## config.mk

```make
export PLATFORM = sky130hd
export DESIGN_NAME = instruction_fetcher
export DESIGN_NICKNAME = d
export VERILOG_FILES = /design/src/rtl/instruction_fetcher_pkg.sv /design/src/rtl/instruction_fetcher_imm_gen.sv /design/src/rtl/instruction_fetcher.sv
export SDC_FILE = /design/constraint.sdc
export NUM_CORES = 1
export LEC_CHECK = 0
export CAP_MARGIN = 40
export CORE_MARGIN = 8
export CORE_UTILIZATION = 35
export DETAILED_ROUTE_END_ITERATION = 7
export GPL_TIMING_DRIVEN = 0
export SYNTH_ARGS = -nofsm -noshare
export SYNTH_HDL_FRONTEND = slang
export SYNTH_SLANG_ARGS = --single-unit
```

## constraint.sdc

```tcl
create_clock -name clk -period 5.2 [get_ports clk]
set_input_delay 0.52 -clock clk [delete_from_list [all_inputs] [get_ports clk]]
set_output_delay 0.52 -clock clk [all_outputs]
set_load 0.02 [all_outputs]
```

## src/rtl/instruction_fetcher_pkg.sv

```systemverilog
// Shared opcode heads and fetcher state encoding.
// Used by the fetcher and by imm_gen.
package instruction_fetcher_pkg;

  localparam logic [6:0] OP_B     = 7'b1100011;
  localparam logic [6:0] OP_LOAD  = 7'b0000011;
  localparam logic [6:0] OP_STORE = 7'b0100011;
  localparam logic [6:0] OP_IMM   = 7'b0010011;
  localparam logic [6:0] OP_REG   = 7'b0110011;
  localparam logic [6:0] OP_LUI   = 7'b0110111;
  localparam logic [6:0] OP_AUIPC = 7'b0010111;
  localparam logic [6:0] OP_JAL   = 7'b1101111;
  localparam logic [6:0] OP_JALR  = 7'b1100111;

  typedef enum logic [1:0] {
    IDLE,
    MISS,
    JALR_WAIT
  } fetch_state_t;

endpackage

```

## src/rtl/instruction_fetcher_imm_gen.sv

```systemverilog
// imm_gen: sign-extended immediate of a 32-bit RV32I word.
// Purely combinational; also usable for target checks in the ROB.
module imm_gen
  import instruction_fetcher_pkg::*;
(
  input  logic [31:0] word,
  output logic [31:0] imm
);

  always_comb begin
    imm = '0;
    unique case (word[6:0])
      OP_LOAD, OP_IMM, OP_JALR:
        imm = {{20{word[31]}}, word[31:20]};
      OP_STORE:
        imm = {{20{word[31]}}, word[31:25], word[11:7]};
      OP_B:
        imm = {{19{word[31]}}, word[31], word[7],
               word[30:25], word[11:8], 1'b0};
      OP_LUI, OP_AUIPC:
        imm = {word[31:12], 12'b0};
      OP_JAL:
        imm = {{11{word[31]}}, word[31], word[19:12],
               word[20], word[30:21], 1'b0};
      OP_REG:
        imm = '0;
      default:
        imm = '0;
    endcase
  end

endmodule

```

## src/rtl/instruction_fetcher.sv

```systemverilog
// instruction_fetcher: PC, fetch, static prediction, issue to decoder.
// Define ICACHE_EN for the direct-mapped cache; otherwise every word is fetched.
module instruction_fetcher
  import instruction_fetcher_pkg::*;
#(
  parameter int          ICACHE_LINES = 64,
  parameter logic [31:0] RESET_PC     = 32'h0
) (
  input  logic        clk,
  input  logic        rst,
  input  logic        rdy,
  input  logic        stall,
  input  logic        jump_flag,
  input  logic [31:0] jump_pc,
  output logic        mem_req,
  output logic [31:0] mem_addr,
  input  logic [31:0] mem_ins,
  input  logic        mem_done,
  output logic [31:0] ins,
  output logic        ins_flag,
  output logic [31:0] ins_imm,
  output logic [31:0] ins_pc
);

  if ((ICACHE_LINES & (ICACHE_LINES - 1)) != 0) begin : g_lines_chk
    $error("ICACHE_LINES must be a power of 2");
  end

  fetch_state_t state, state_n;
  logic [31:0]  pc, pc_n;
  logic [31:2]  miss_addr;
  logic         hit, issue, req_start, fill;
  logic [31:0]  hit_word, issue_word, imm;
  logic         is_jal, is_jalr;

`ifdef ICACHE_EN
  localparam int IW = $clog2(ICACHE_LINES);
  localparam int TW = 30 - IW;

  logic [ICACHE_LINES-1:0] valid;
  logic [TW-1:0]           tag_arr  [ICACHE_LINES];
  logic [31:0]             data_arr [ICACHE_LINES];
  logic [IW-1:0]           idx, fill_idx;

  assign idx      = pc[IW+1:2];
  assign fill_idx = miss_addr[IW+1:2];
  assign hit      = valid[idx] &&
                    (tag_arr[idx] == pc[31:IW+2]);
  assign hit_word = data_arr[idx];

  always_ff @(posedge clk or negedge rst) begin
    if (!rst)
      valid <= '0;
    else if (rdy && fill)
      valid[fill_idx] <= 1'b1;
  end

  always_ff @(posedge clk) begin
    if (rdy && fill) begin
      tag_arr[fill_idx]  <= miss_addr[31:IW+2];
      data_arr[fill_idx] <= mem_ins;
    end
  end
`else
  // One-word buffer holds a fetched word that arrived under stall.
  logic        buf_valid;
  logic [31:0] buf_word;

  assign hit      = buf_valid;
  assign hit_word = buf_word;

  always_ff @(posedge clk or negedge rst) begin
    if (!rst) begin
      buf_valid <= 1'b0;
      buf_word  <= '0;
    end else if (rdy) begin
      if (jump_flag || issue)
        buf_valid <= 1'b0;
      else if (fill && pc[31:2] == miss_addr) begin
        buf_valid <= 1'b1;
        buf_word  <= mem_ins;
      end
    end
  end
`endif

  imm_gen u_imm (
    .word (issue_word),
    .imm  (imm)
  );

  assign is_jal  = issue_word[6:0] == OP_JAL;
  assign is_jalr = issue_word[6:0] == OP_JALR;

  always_comb begin
    state_n    = state;
    pc_n       = pc;
    issue      = 1'b0;
    issue_word = hit_word;
    req_start  = 1'b0;
    fill       = 1'b0;
    unique case (state)
      IDLE: begin
        if (!jump_flag) begin
          if (hit) begin
            if (!stall)
              issue = 1'b1;
          end else begin
            req_start = 1'b1;
            state_n   = MISS;
          end
        end
      end
      MISS: begin
        if (mem_done) begin
          fill    = 1'b1;
          state_n = IDLE;
`ifndef ICACHE_EN
          // A redirect during the miss leaves pc off miss_addr.
          if (!jump_flag && !stall &&
              pc[31:2] == miss_addr) begin
            issue      = 1'b1;
            issue_word = mem_ins;
          end
`endif
        end
      end
      JALR_WAIT: ;
      default: state_n = IDLE;
    endcase
    if (issue) begin
      unique case (1'b1)
        is_jal:  pc_n = pc + imm;
        is_jalr: state_n = JALR_WAIT;
        default: pc_n = pc + 32'd4;
      endcase
    end
    if (jump_flag) begin
      pc_n = jump_pc;
      if (state != MISS || mem_done)
        state_n = IDLE;
    end
  end

  always_ff @(posedge clk or negedge rst) begin
    if (!rst)
      state <= IDLE;
    else if (rdy)
      state <= state_n;
  end

  always_ff @(posedge clk or negedge rst) begin
    if (!rst) begin
      pc        <= RESET_PC;
      miss_addr <= '0;
      mem_req   <= 1'b0;
      mem_addr  <= '0;
      ins       <= '0;
      ins_flag  <= 1'b0;
      ins_imm   <= '0;
      ins_pc    <= '0;
    end else if (rdy) begin
      pc       <= pc_n;
      ins_flag <= issue;
      if (issue) begin
        ins     <= issue_word;
        ins_imm <= imm;
        ins_pc  <= pc;
      end
      if (req_start) begin
        mem_req   <= 1'b1;
        mem_addr  <= pc;
        miss_addr <= pc[31:2];
      end else if (fill) begin
        mem_req <= 1'b0;
      end
    end
  end

endmodule
```

==> key figures <==
Die
  – IO Count: 200
  – Die W: 195 microns
  – Core Area: 0.0316 sq mm
  – Die H: 195 microns
  – Starting Density: 35.5%
  – Num rows: 65
  – Total die area: 0.0380 sq mm

Route
  – Vias: 9,446
  – Avg WL per Cell: 22.2 microns
  – DR pass1 iterations: 5
  – Starting DRT DRC Count: 771
  – Vias/cell: 5.41
  – DRC violations left: 0
  – Drt total wl: 38,700 microns
  – Antenna Violating Nets Remaining: 0

Synth
  – Syn nets: 1,185
  – Post-synth EDFFs: 0
  – Count leader, synth: dfrtp_1
  – Synthesis-stage register bit count: 197
  – Cell taking the most area after synthesis: dfrtp_1
  – Top post-synthesis cells by area: dfrtp_1 44%, mux2_2 13%, a21oi_1 3.8%, ha_1 3.6%, mux2i_1 3.3%
  – Synth async-reset ratio: 100%
  – Post-Syn Area: 0.0112 sq mm
  – Cells after synthesis: 1,082
  – Avg Synthesized Cell Area: 10.3 sq um
  – Post-synth top area share: 44.0%
  – Sequential share of the synthesized area: 44.0%
  – Netlist cell types: 68
  – List of most frequent post-synthesis cells: 197 x dfrtp_1, 133 x mux2_2, 86 x nor2_1
  – Synth warn: 0
  – Ys flop type: dfrtp_1

Critical path
  – Crit path capture type: flop
  – CP required: 5.50 ns
  – Worst R2R Path Depth: 21
  – Setup CP Type: flop to flop
  – CP Launch Type: flop
  – CP arrival: 5.37 ns
  – CP max-delay cell: dfrtp_1
  – CP peak stage delay: 0.43 ns
  – CP cell instances: buf_6 > xnor2_2 > nand4_1 > nor4_4 > nand4_4 > buf_4 > mux2_2 > o21ai_4 > nand2_4 > o22ai_4 > ha_1 > a21oi_1 > o211ai_1 > a311oi_1 > buf_4 > o21ai_1 > a21o_1 > a21oi_1 > xor2_1 > o211a_1 > o31ai_1
  – Crit-path max FO: 6

Placed design
  – Post-DP Area: 0.0138 sq mm
  – DP HPWL: 29,700 microns
  – PortBufs: 198
  – Gp weighted congestion: 0.926
  – Place WS: -1.05 ns

Hold path
  – Hold WC Path Type: flop to flop
  – Hold Path Stages: 1

Layout
  – Fillers: 2,929
  – Antenna Cells: 0
  – Finished Core Util: 47.8%
  – Design Area, Final: 0.0151 sq mm
  – Share of layout cells above drive strength 1: 24.0%
  – P&R area growth vs syn: 34.6%
  – NumNets Final: 1,434

STA
  – Max Clock Freq: 0.197 GHz
  – Setup ws final: 0.134 ns
  – Final Hold Vio Count: 0
  – RSZ-0062 raised after global routing: true
  – Crit share post-route: 97.4%
  – Final Skew: 0.0162 ns
  – Relative slew slack: 49.8%
  – Final setup vio count: 0
  – Slew @ Worst Pin: 0.750 ns
  – Post-layout min period: 5.07 ns
  – Final Slew Violations: 0

Pwr
  – Pwr/cell area: 292 mW/mm^2
  – VDD IR max: 0.314 mV
  – Total chip power: 4.40 mW
  – Total leakage power: 6.73 nW

Global routing
  – Global-route wire length before repair: 57,700 microns
  – All-Layer GR Usage: 19.8%
  – Vias in the first global route: 9,471
  – GRT overflow: 0
  – Largest net degree at the start of global routing: 78
  – Antenna violations before repair: 2

Clock network
  – Longest Clk Path Bufs: 2
  – # clock sinks: 197
  – CTS Root Cell: clkbuf_16
  – Worst-Skew Late Latency: 0.45 ns
  – TritonCTS Buffers: 17
  – CTS tree: built
  – # H-tree levels: 4
  – Clock slew at reported path FFs: 0.07 ns

Run status
  – Status: completed

Flow run
  – Max cap viols: 0
## path summary, 6_finish.rpt
| kind | from | end | slack [ns] |
|---|---|---|---|
| worst max-delay path | pc[11]$_DFFE_PN0P_ | pc[15]$_DFFE_PN0P_ | 0.13 |
| worst min-delay path | ins_flag$_DFFE_PN0P_ | ins_flag$_DFFE_PN0P_ | 0.49 |
| worst max register to register | pc[11]$_DFFE_PN0P_ | pc[15]$_DFFE_PN0P_ | 0.13 |
| worst min register to register | ins_flag$_DFFE_PN0P_ | ins_flag$_DFFE_PN0P_ | 0.49 |
| max in group asynchronous | rst | ins_pc[24]$_DFFE_PN0P_ | 3.81 |
| min in group asynchronous | rst | ins[26]$_DFFE_PN0P_ | 0.59 |
## where the power goes
group / switching, mW / internal, mW
clock: 0.613 / 0.758
sequential: 0.184 / 1.68
combinational: 0.602 / 0.566
total: 1.40 / 3.00
## routing by layer
| metal | vias up | track usage (%) | part of all wire (%) |
|---|---|---|---|
| li1 | 4394 | - | - |
| met1 | 4637 | 26.3 | 45 |
| met2 | 353 | 30.1 | 44 |
| met3 | 58 | 6.27 | 7.8 |
| met4 | 4 | 7.13 | 3.1 |
| met5 | - | 0 | 0.075 |
## stage by stage
step	hold slack (ns)	setup TNS (ns)	instances
final	0.487	0	1745
after global routing	0.514	-0.0867	1745
after CTS	0.492	0	1724
after detailed placement	0.476	-12.01	1686
after global placement	0.465	-1032.06	1682
after floorplan	0.224	0	1082
## timing repair
| item | in CTS | in global routing |
|---|---|---|
| setup buffers | 12 | 21 |
| setup endpoints to repair | 23 | 20 |
| hold endpoints to repair | 1 | 0 |
| gates resized for setup | 48 | 72 |
| hold buffers | 1 | 0 |
| pin swaps | 12 | 22 |
## registers in the layout (all words and copies together), names as in the netlist
signal and count:
buf_valid 1, buf_word 32, ins 32, ins_flag 1, ins_imm 32, ins_pc 32, mem_addr 32, mem_req 1
pc 32, state 2
## cells in the final DEF (no fill, tap or decap), types with 6 or more instances in the layout
master / n
o21bai_1: 6
o21ai_2: 7
buf_2: 24
xnor2_2: 7
nor3_1: 12
clkbuf_1: 22
inv_1: 18
nand2b_1: 7
o21ai_0: 52
o21ai_1: 11
xor2_1: 40
a21oi_1: 79
clkbuf_16: 17
buf_4: 41
mux2i_1: 20
ha_1: 26
o211ai_1: 8
a21o_1: 11
o21a_1: 8
mux2_2: 132
nor2_1: 85
and3_1: 9
nand4_1: 14
mux2i_2: 11
clkdlybuf4s50_1: 197
dfrtp_1: 192
nand2_1: 79
xnor2_1: 36
mux2i_4: 8
nor2b_1: 6
a211oi_1: 18
nand3_1: 23
## worst max-delay path, delay by kind of cell (launching register included)
kind                       cells  cell delay [ns]
muxes                          1             0.30
AOI/OAI and AO/OA             10             1.97
buffers and inverters          3             0.58
DFF                            1             0.43
and+or+nand+nor                4             0.96
xor gates and xnor gates       2             0.37
adders and majority gates      1             0.30
## final cells by class
type / instances / area (sq um) / area share [%]
timing repair buffer: 236 / 2320 / 15.4
sequential: 197 / 4940 / 32.8
tap: 402 / 503 / 3.34
clock buffer: 20 / 437 / 2.90
clock inverter: 11 / 149 / 0.988
inverter: 18 / 67.6 / 0.448
buffer: 60 / 365 / 2.42
multi-input combinational: 801 / 6290 / 41.7
## cell families (layout without fill, tap and decap cells)
family	Yosys count	count (layout)	synth area share, %
xor gates and xnor gates	83	83	6.56
adders and majority gates	33	33	3.76
AOI/OAI and AO/OA	247	247	13.9
buffers and inverters	84	345	3.47
muxes	172	172	17.0
and+or+nand+nor	266	266	11.3
DFF	197	197	44.0
No activity file was read; power rests on OpenSTA's default activity.
